==> config.mk <==
export PLATFORM = sky130hd
export DESIGN_NAME = imem_loader_flat
export DESIGN_NICKNAME = d
export VERILOG_FILES = /design/src/rtl/imem_pkg.sv /design/src/rtl/imem_loader_if.sv /design/src/rtl/imem_word_packer.sv /design/src/rtl/imem_loader.sv /design/src/flat_wrapper.sv
export SDC_FILE = /design/constraint.sdc
export NUM_CORES = 1
export LEC_CHECK = 0
export ABC_AREA = 1
export ABC_CLOCK_PERIOD_IN_PS = 43600
export CAP_MARGIN = 10
export CORE_MARGIN = 2
export CORE_UTILIZATION = 65
export DETAILED_ROUTE_END_ITERATION = 16
export PLACE_DENSITY = 0.84
export SLEW_MARGIN = 20
export SYNTH_ARGS = -nofsm -noshare
export SYNTH_HDL_FRONTEND = slang
export SYNTH_SLANG_ARGS = --single-unit
==> constraint.sdc <==
create_clock -name clk -period 43.6 [get_ports clk]
set_input_delay 6.54 -clock clk [delete_from_list [all_inputs] [get_ports clk]]
set_output_delay 6.54 -clock clk [all_outputs]
set_load 0.01 [all_outputs]
==> src/rtl/imem_pkg.sv <==
// Shared constants and FSM state type for the instruction-memory loader.
package imem_pkg;

  localparam int          DEPTH     = 16;
  localparam logic [31:0] NOP_INSTR = 32'h0000_0013;

  typedef enum logic [1:0] {
    IDLE,
    LOAD,
    DONE
  } state_e;

endpackage

==> src/rtl/imem_loader_if.sv <==
// Loader byte stream, fetch port and status signals between host/core and imem_loader.
interface imem_loader_if;

  logic        load_start;
  logic [4:0]  word_count;
  logic        byte_valid;
  logic [7:0]  byte_data;
  logic        byte_ready;
  logic [31:0] fetch_addr;
  logic [31:0] fetch_instr;
  logic        cpu_hold;
  logic        load_done;
  logic [7:0]  checksum;

  modport master (
    output load_start, word_count, byte_valid, byte_data, fetch_addr,
    input  byte_ready, fetch_instr, cpu_hold, load_done, checksum
  );

  modport slave (
    input  load_start, word_count, byte_valid, byte_data, fetch_addr,
    output byte_ready, fetch_instr, cpu_hold, load_done, checksum
  );

endinterface

==> src/rtl/imem_word_packer.sv <==
// Packs accepted bytes little-endian into 32-bit words; strobes on the fourth byte.
module imem_word_packer (
  input  logic        clk,
  input  logic        reset,
  input  logic [7:0]  byte_i,
  input  logic        accept_i,
  input  logic        clear_i,
  output logic [31:0] word_o,
  output logic        word_strobe_o
);

  logic [1:0]  idx_q, idx_d;
  logic [23:0] acc_q, acc_d;

  // The fourth byte completes the word directly from the input, so it is
  // available for a write at the same edge it is accepted.
  assign word_o        = {byte_i, acc_q};
  assign word_strobe_o = accept_i && (idx_q == 2'd3);

  // Next byte index and partial-word accumulator.
  always_comb begin
    // NOTE: every variable gets a default first so no path infers a latch.
    idx_d = idx_q;
    acc_d = acc_q;
    if (clear_i) begin
      idx_d = '0;
      acc_d = '0;
    end else if (accept_i) begin
      unique case (idx_q)
        2'd0:    acc_d[7:0]   = byte_i;
        2'd1:    acc_d[15:8]  = byte_i;
        2'd2:    acc_d[23:16] = byte_i;
        default: acc_d        = acc_q;
      endcase
      idx_d = idx_q + 2'd1;
    end
  end

  // Packer state register.
  always_ff @(posedge clk or posedge reset) begin
    // NOTE: sequential state uses non-blocking assignments so every flop
    // samples pre-edge values regardless of statement order.
    if (reset) begin
      idx_q <= '0;
      acc_q <= '0;
    end else begin
      idx_q <= idx_d;
      acc_q <= acc_d;
    end
  end

endmodule

==> src/rtl/imem_loader.sv <==
// Instruction memory that is filled from a byte stream while the core is held,
// and read by the fetch stage with one cycle of latency.
module imem_loader #(
  parameter int          DEPTH     = imem_pkg::DEPTH,
  parameter logic [31:0] NOP_INSTR = imem_pkg::NOP_INSTR
) (
  input  logic         clk,
  input  logic         reset,
  imem_loader_if.slave bus
);

  import imem_pkg::*;

  localparam int AW = $clog2(DEPTH);
  localparam int CW = $clog2(DEPTH + 1);

  state_e          state_q, state_d;
  logic [CW-1:0]   cnt_lat_q, cnt_lat_d;
  logic [CW-1:0]   word_addr_q, word_addr_d;
  logic [CW-1:0]   cnt_clamped;
  logic [7:0]      checksum_q, checksum_d;
  logic [31:0]     mem_q [DEPTH];
  logic [31:0]     fetch_instr_q;
  logic            byte_ready;
  logic            accept;
  logic            clear;
  logic            load_done;
  logic [31:0]     pack_word;
  logic            pack_strobe;

  // Fetch ignores the byte offset and the high address bits.
  logic unused_addr_bits;
  assign unused_addr_bits = ^{bus.fetch_addr[31:AW+2], bus.fetch_addr[1:0],
                              word_addr_q[CW-1:AW]};

  assign byte_ready = (state_q == LOAD);
  assign accept     = bus.byte_valid && byte_ready;

  imem_word_packer u_packer (
    .clk           (clk),
    .reset         (reset),
    .byte_i        (bus.byte_data),
    .accept_i      (accept),
    .clear_i       (clear),
    .word_o        (pack_word),
    .word_strobe_o (pack_strobe)
  );

  // Requested word count, saturated at the memory depth.
  always_comb begin
    cnt_clamped = CW'(bus.word_count);
    if (int'(bus.word_count) > DEPTH) cnt_clamped = CW'(DEPTH);
  end

  // FSM next state, load bookkeeping and status outputs.
  always_comb begin
    state_d     = state_q;
    cnt_lat_d   = cnt_lat_q;
    word_addr_d = word_addr_q;
    checksum_d  = checksum_q;
    clear       = 1'b0;
    load_done   = 1'b0;
    unique case (state_q)
      IDLE: begin
        if (bus.load_start) begin
          clear       = 1'b1;
          cnt_lat_d   = cnt_clamped;
          word_addr_d = '0;
          checksum_d  = '0;
          state_d     = (cnt_clamped == '0) ? DONE : LOAD;
        end
      end
      LOAD: begin
        if (accept) checksum_d = checksum_q ^ bus.byte_data;
        if (pack_strobe) begin
          word_addr_d = word_addr_q + CW'(1);
          if (word_addr_q + CW'(1) == cnt_lat_q) state_d = DONE;
        end
      end
      DONE: begin
        load_done = 1'b1;
        state_d   = IDLE;
      end
      default: state_d = IDLE;
    endcase
  end

  // FSM and load bookkeeping registers.
  always_ff @(posedge clk or posedge reset) begin
    if (reset) begin
      state_q     <= IDLE;
      cnt_lat_q   <= '0;
      word_addr_q <= '0;
      checksum_q  <= '0;
    end else begin
      state_q     <= state_d;
      cnt_lat_q   <= cnt_lat_d;
      word_addr_q <= word_addr_d;
      checksum_q  <= checksum_d;
    end
  end

  // Word storage and registered fetch; a same-edge write is seen one cycle later.
  always_ff @(posedge clk or posedge reset) begin
    // NOTE: the array is built from flops rather than a RAM macro because reset
    // must NOP-fill every entry at once.
    if (reset) begin
      for (int i = 0; i < DEPTH; i++) mem_q[i] <= NOP_INSTR;
      fetch_instr_q <= '0;
    end else begin
      fetch_instr_q <= mem_q[bus.fetch_addr[AW+1:2]];
      if (pack_strobe) mem_q[word_addr_q[AW-1:0]] <= pack_word;
    end
  end

  assign bus.byte_ready  = byte_ready;
  assign bus.fetch_instr = fetch_instr_q;
  assign bus.cpu_hold    = (state_q != IDLE);
  assign bus.load_done   = load_done;
  assign bus.checksum    = checksum_q;

endmodule

==> src/flat_wrapper.sv <==
// flat-port wrapper written by rule: the top's interface ports become plain ports
module imem_loader_flat import imem_pkg::*;
#(
  parameter int          DEPTH     = imem_pkg::DEPTH,
  parameter logic [31:0] NOP_INSTR = imem_pkg::NOP_INSTR
)
  (clk, reset, bus_load_start, bus_word_count, bus_byte_valid, bus_byte_data, bus_fetch_addr, bus_byte_ready, bus_fetch_instr, bus_cpu_hold, bus_load_done, bus_checksum);
  imem_loader_if bus_i ();
  input  logic clk;
  input  logic reset;
  input wire logic [$bits(bus_i.load_start)-1:0] bus_load_start;
  input wire logic [$bits(bus_i.word_count)-1:0] bus_word_count;
  input wire logic [$bits(bus_i.byte_valid)-1:0] bus_byte_valid;
  input wire logic [$bits(bus_i.byte_data)-1:0] bus_byte_data;
  input wire logic [$bits(bus_i.fetch_addr)-1:0] bus_fetch_addr;
  output wire logic [$bits(bus_i.byte_ready)-1:0] bus_byte_ready;
  output wire logic [$bits(bus_i.fetch_instr)-1:0] bus_fetch_instr;
  output wire logic [$bits(bus_i.cpu_hold)-1:0] bus_cpu_hold;
  output wire logic [$bits(bus_i.load_done)-1:0] bus_load_done;
  output wire logic [$bits(bus_i.checksum)-1:0] bus_checksum;
  assign bus_i.load_start = bus_load_start;
  assign bus_i.word_count = bus_word_count;
  assign bus_i.byte_valid = bus_byte_valid;
  assign bus_i.byte_data = bus_byte_data;
  assign bus_i.fetch_addr = bus_fetch_addr;
  assign bus_byte_ready = bus_i.byte_ready;
  assign bus_fetch_instr = bus_i.fetch_instr;
  assign bus_cpu_hold = bus_i.cpu_hold;
  assign bus_load_done = bus_i.load_done;
  assign bus_checksum = bus_i.checksum;
  imem_loader #(.DEPTH(DEPTH), .NOP_INSTR(NOP_INSTR)) u_core (.clk(clk), .reset(reset), .bus(bus_i));
endmodule
==> impl_metrics.tcl <==
set metrics [dict create \
    timing.final.max_slew_violations 0 \
    path_max_fanout 113 \
    number_of_standard_cells_after_synthesis 3133 \
    critPathArrivalTime_ns 9.48 \
    grt_start_max_net_pins 257 \
    synth.avg_cell_area_um2 8.50 \
    critPathKind "input pin to async pin" \
    antenna_found_initial 2 \
    synth_top_cells_by_area "sky130_fd_sc_hd__dfrtp_1, sky130_fd_sc_hd__o21ai_0, sky130_fd_sc_hd__nand2_1" \
    floorplan.rows 74 \
    finalHoldViolations 0 \
    cts-buffers-inserted 56 \
    hold_path.startpoint "u_core.mem_q[326]" \
    layout_commonest_cell "sky130_fd_sc_hd__dfrtp_1" \
    antenna_left 0 \
    unrepaired_setup_endpoints_after_global_routing "no" \
    worstSkewPairLatency_ns 0.61 \
    achievable-frequency_mhz 113 \
    synth-warning-count 0 \
    cts_tree "done" \
    antenna-diode-count 0 \
    cellLeakagePower_nw 13.4 \
    period_minus_slack_ns 8.87 \
    critPathRequiredTime_ns 44.21 \
    synth_compound_gate_area_share_pct 19.2 \
    min_path_type "register to register" \
    post-route-period-util_pct 20.3 \
    post_route_cells_drive_above_1_share_pct 5.99 \
    design.core.area_um2 40600 \
    power.clock.fraction_pct 34.6 \
    power.share.switching_pct 30.1 \
    outcome "finished, final reports clean" \
    yosys-mux-area-fraction_pct 0 \
    max-cap-violations 0 \
    layout.nets 3084 \
    drc 0 \
    first_global_vias 21200 \
    synth_adder_area_share_pct 0.376 \
    combinational_family_with_the_most_area_after_synthesis "compound AO/OA/AOI/OAI gates" \
    routed_wirelength_um 69900 \
    fp.dieArea_um2 42600 \
    critical_path.startpoint_type "input pin" \
    route.vias.total 21900 \
    h_tree_depth_reported_by_cts 2 \
    cp_common_cell "sky130_fd_sc_hd__buf_4" \
    grt-ovfl-total 0 \
    synth.ff_latch_count 590 \
    cts_setup_buffers 0 \
    top_level_ports 92 \
    timing.reg2reg.setup_slack_ns 40.70 \
    global_route.usage.total_pct 33.6 \
    internal_power_mw 0.981 \
    worst_ir_drop_vdd_mv 0.0314 \
    detail_route.vias_per_cell 6.07 \
    timing.hold.worst_path_depth 2 \
    worst_relative_slew_slack_pct 20.8 \
    worst-r2r-cell-count 6 \
    place.port_buffers 63 \
    share_seq_of_total_power_pct 48.6 \
    detail_route.wl_per_cell_um 19.4 \
    cts-hold-fix-buffers 0 \
    die_w_um 206 \
    worstMarginPinSlew_ns 1.19 \
    layout-area-overhead-vs-synth_pct 8.19 \
    yosys.area.top_type_share_pct 50.9 \
    final_cell_mix "sky130_fd_sc_hd__dfrtp_1, sky130_fd_sc_hd__nand2_1, sky130_fd_sc_hd__o21ai_0" \
    post-dp-hpwl_um 36300 \
    gp_routability_congestion 0.833 \
    reg2reg_from "u_core.state_q[1]" \
    mappedNetlistNets 3190 \
    finClkSkew_ns 0.0147 \
    crit_chain "clkdlybuf4s50_1 -> inv_8 -> buf_4 -> buf_4" \
    filler_cell_count 2892 \
    synth.distinct_cells 30 \
    power.density_nw_per_um2 48.7 \
    cpPeakStageDelay_ns 0.90 \
    buffer_depth_of_the_longest_clock_path 3 \
    share_comb_of_total_power_pct 16.9 \
    synth_seq_area_share_pct 55.7 \
    clk_pin_slew_ns 0.06 \
    initialDrtViolationCount 2358 \
    hold_slack_ns 0.485 \
    synth-simple-area-share_pct 15.8 \
    r2r-end "u_core.mem_q[74]" \
    final-setup-viol-count 0 \
    clockRootBuffer "sky130_fd_sc_hd__clkbuf_16" \
    netlist.top_cell.by_area "sky130_fd_sc_hd__dfrtp_1" \
    detailed_routing_iterations_pass_1 6 \
    initial_utilization_pct 65.5 \
    totalNegativeSetupSlack_ns 0 \
    critical_path.endpoint_type "async pin" \
    cts.sink_count 590 \
    timing.critical_path.slowest_stage_cell "sky130_fd_sc_hd__buf_4" \
    netlist_area_um2 26600 \
    power.net_switching_mw 0.423 \
    grt_first_pass_wirelength_um 110000 \
    holdPathEnd "u_core.mem_q[326]" \
    die-height_um 206 \
    synth_xor_area_share_pct 0.132 \
    post_cts_resize_count 0 \
]
-- cell usage after synthesis --
cell                       number
sky130_fd_sc_hd__nor2_1       267
sky130_fd_sc_hd__inv_4          1
sky130_fd_sc_hd__dfrtp_1      542
sky130_fd_sc_hd__nand4_1        4
sky130_fd_sc_hd__buf_2         89
sky130_fd_sc_hd__clkbuf_1     119
sky130_fd_sc_hd__inv_2          2
sky130_fd_sc_hd__buf_6          3
sky130_fd_sc_hd__o21ai_1       14
sky130_fd_sc_hd__inv_1        292
sky130_fd_sc_hd__a211oi_1       1
sky130_fd_sc_hd__o211ai_1     115
sky130_fd_sc_hd__xnor2_1        2
sky130_fd_sc_hd__nor2_8         8
sky130_fd_sc_hd__dfstp_2       48
sky130_fd_sc_hd__nor2_4         8
sky130_fd_sc_hd__buf_4         18
sky130_fd_sc_hd__buf_1         20
sky130_fd_sc_hd__nand2_2        1
sky130_fd_sc_hd__buf_12         1
sky130_fd_sc_hd__clkinv_1      26
sky130_fd_sc_hd__o22ai_1        3
sky130_fd_sc_hd__nand3_1      194
sky130_fd_sc_hd__nor3_1         1
sky130_fd_sc_hd__xor2_1         2
sky130_fd_sc_hd__a21oi_1      371
sky130_fd_sc_hd__o21ai_0      454
sky130_fd_sc_hd__ha_1           8
sky130_fd_sc_hd__a22o_1         2
sky130_fd_sc_hd__nand2_1      517
-- logic make-up after synthesis --
family,Yosys count
AND/OR/NAND/NOR,1000
XOR/XNOR,4
adder cells (fa/ha/maj),8
flip-flops,590
buffers and inverters,571
AO/OA/AOI/OAI,960
-- how the worst max path moves through the flow --
stage                     slack, ns   from                        end
after global placement        34.13  reset  u_core.bus.fetch_instr[5]
after detailed placement      34.04  reset          u_core.mem_q[264]
final                         34.73  reset          u_core.mem_q[424]
after CTS                     34.68  reset  u_core.bus.fetch_instr[6]
after global routing          34.32  reset          u_core.mem_q[424]
after floorplan               20.63  reset     u_core.bus.checksum[0]
-- worst max-delay path, delay by kind of cell --
kind / cells / cell delay [ns]
buf+inv: 4 / 2.74
-- power by group through the flow --
stage	logic [mW]	registers (mW)	clock network [mW]
3_3_place_gp	0.219	0.683	0
6_report	0.237	0.682	0.485
5_1_grt	0.265	0.690	0.510
3_5_place_dp	0.231	0.688	0
2_1_floorplan	0.179	0.663	0
4_1_cts	0.234	0.679	0.488
-- routing by layer --
layer | part of all wire (%) | vias up | GRT usage (%)
li1 | - | 10000 | -
met3 | 9.0 | 265 | 5.68
met5 | 0.019 | - | 0
met1 | 39 | 10400 | 44.9
met4 | 5.3 | 2 | 18.5
met2 | 47 | 1119 | 52.9
-- layout make-up --
type	count	area (um2)	share of cell area, %
multi-input cells	1972	9450	32.8
inverters	321	1220	4.22
clock buffers	86	1670	5.78
well taps	532	666	2.31
clock inverters	17	163	0.565
repair buffers	86	825	2.86
flip-flops and latches	590	14800	51.5
-- through the flow --
step                      worst slack, ns  utilization, %  cells  power, mW  area (um2)
final                               34.73            70.9   3604       1.40       28800
after global routing                34.32            70.9   3604       1.46       28800
after CTS                           34.68            70.9   3604       1.40       28800
after detailed placement            34.04            66.4   3501      0.919       27000
after global placement              34.13            66.4   3501      0.902       27000
after floorplan                     20.63               -   3133      0.842       26600
-- state kept, by name (all words and copies together) (netlist names) --
signal	flops
u_core.word_addr_q	5
u_core.bus.fetch_instr	32
u_core.u_packer.acc_q	24
u_core.cnt_lat_q	5
u_core.bus.checksum	8
u_core.state_q	2
u_core.u_packer.idx_q	2
u_core.mem_q	512
(Power assumes the default switching activity.)
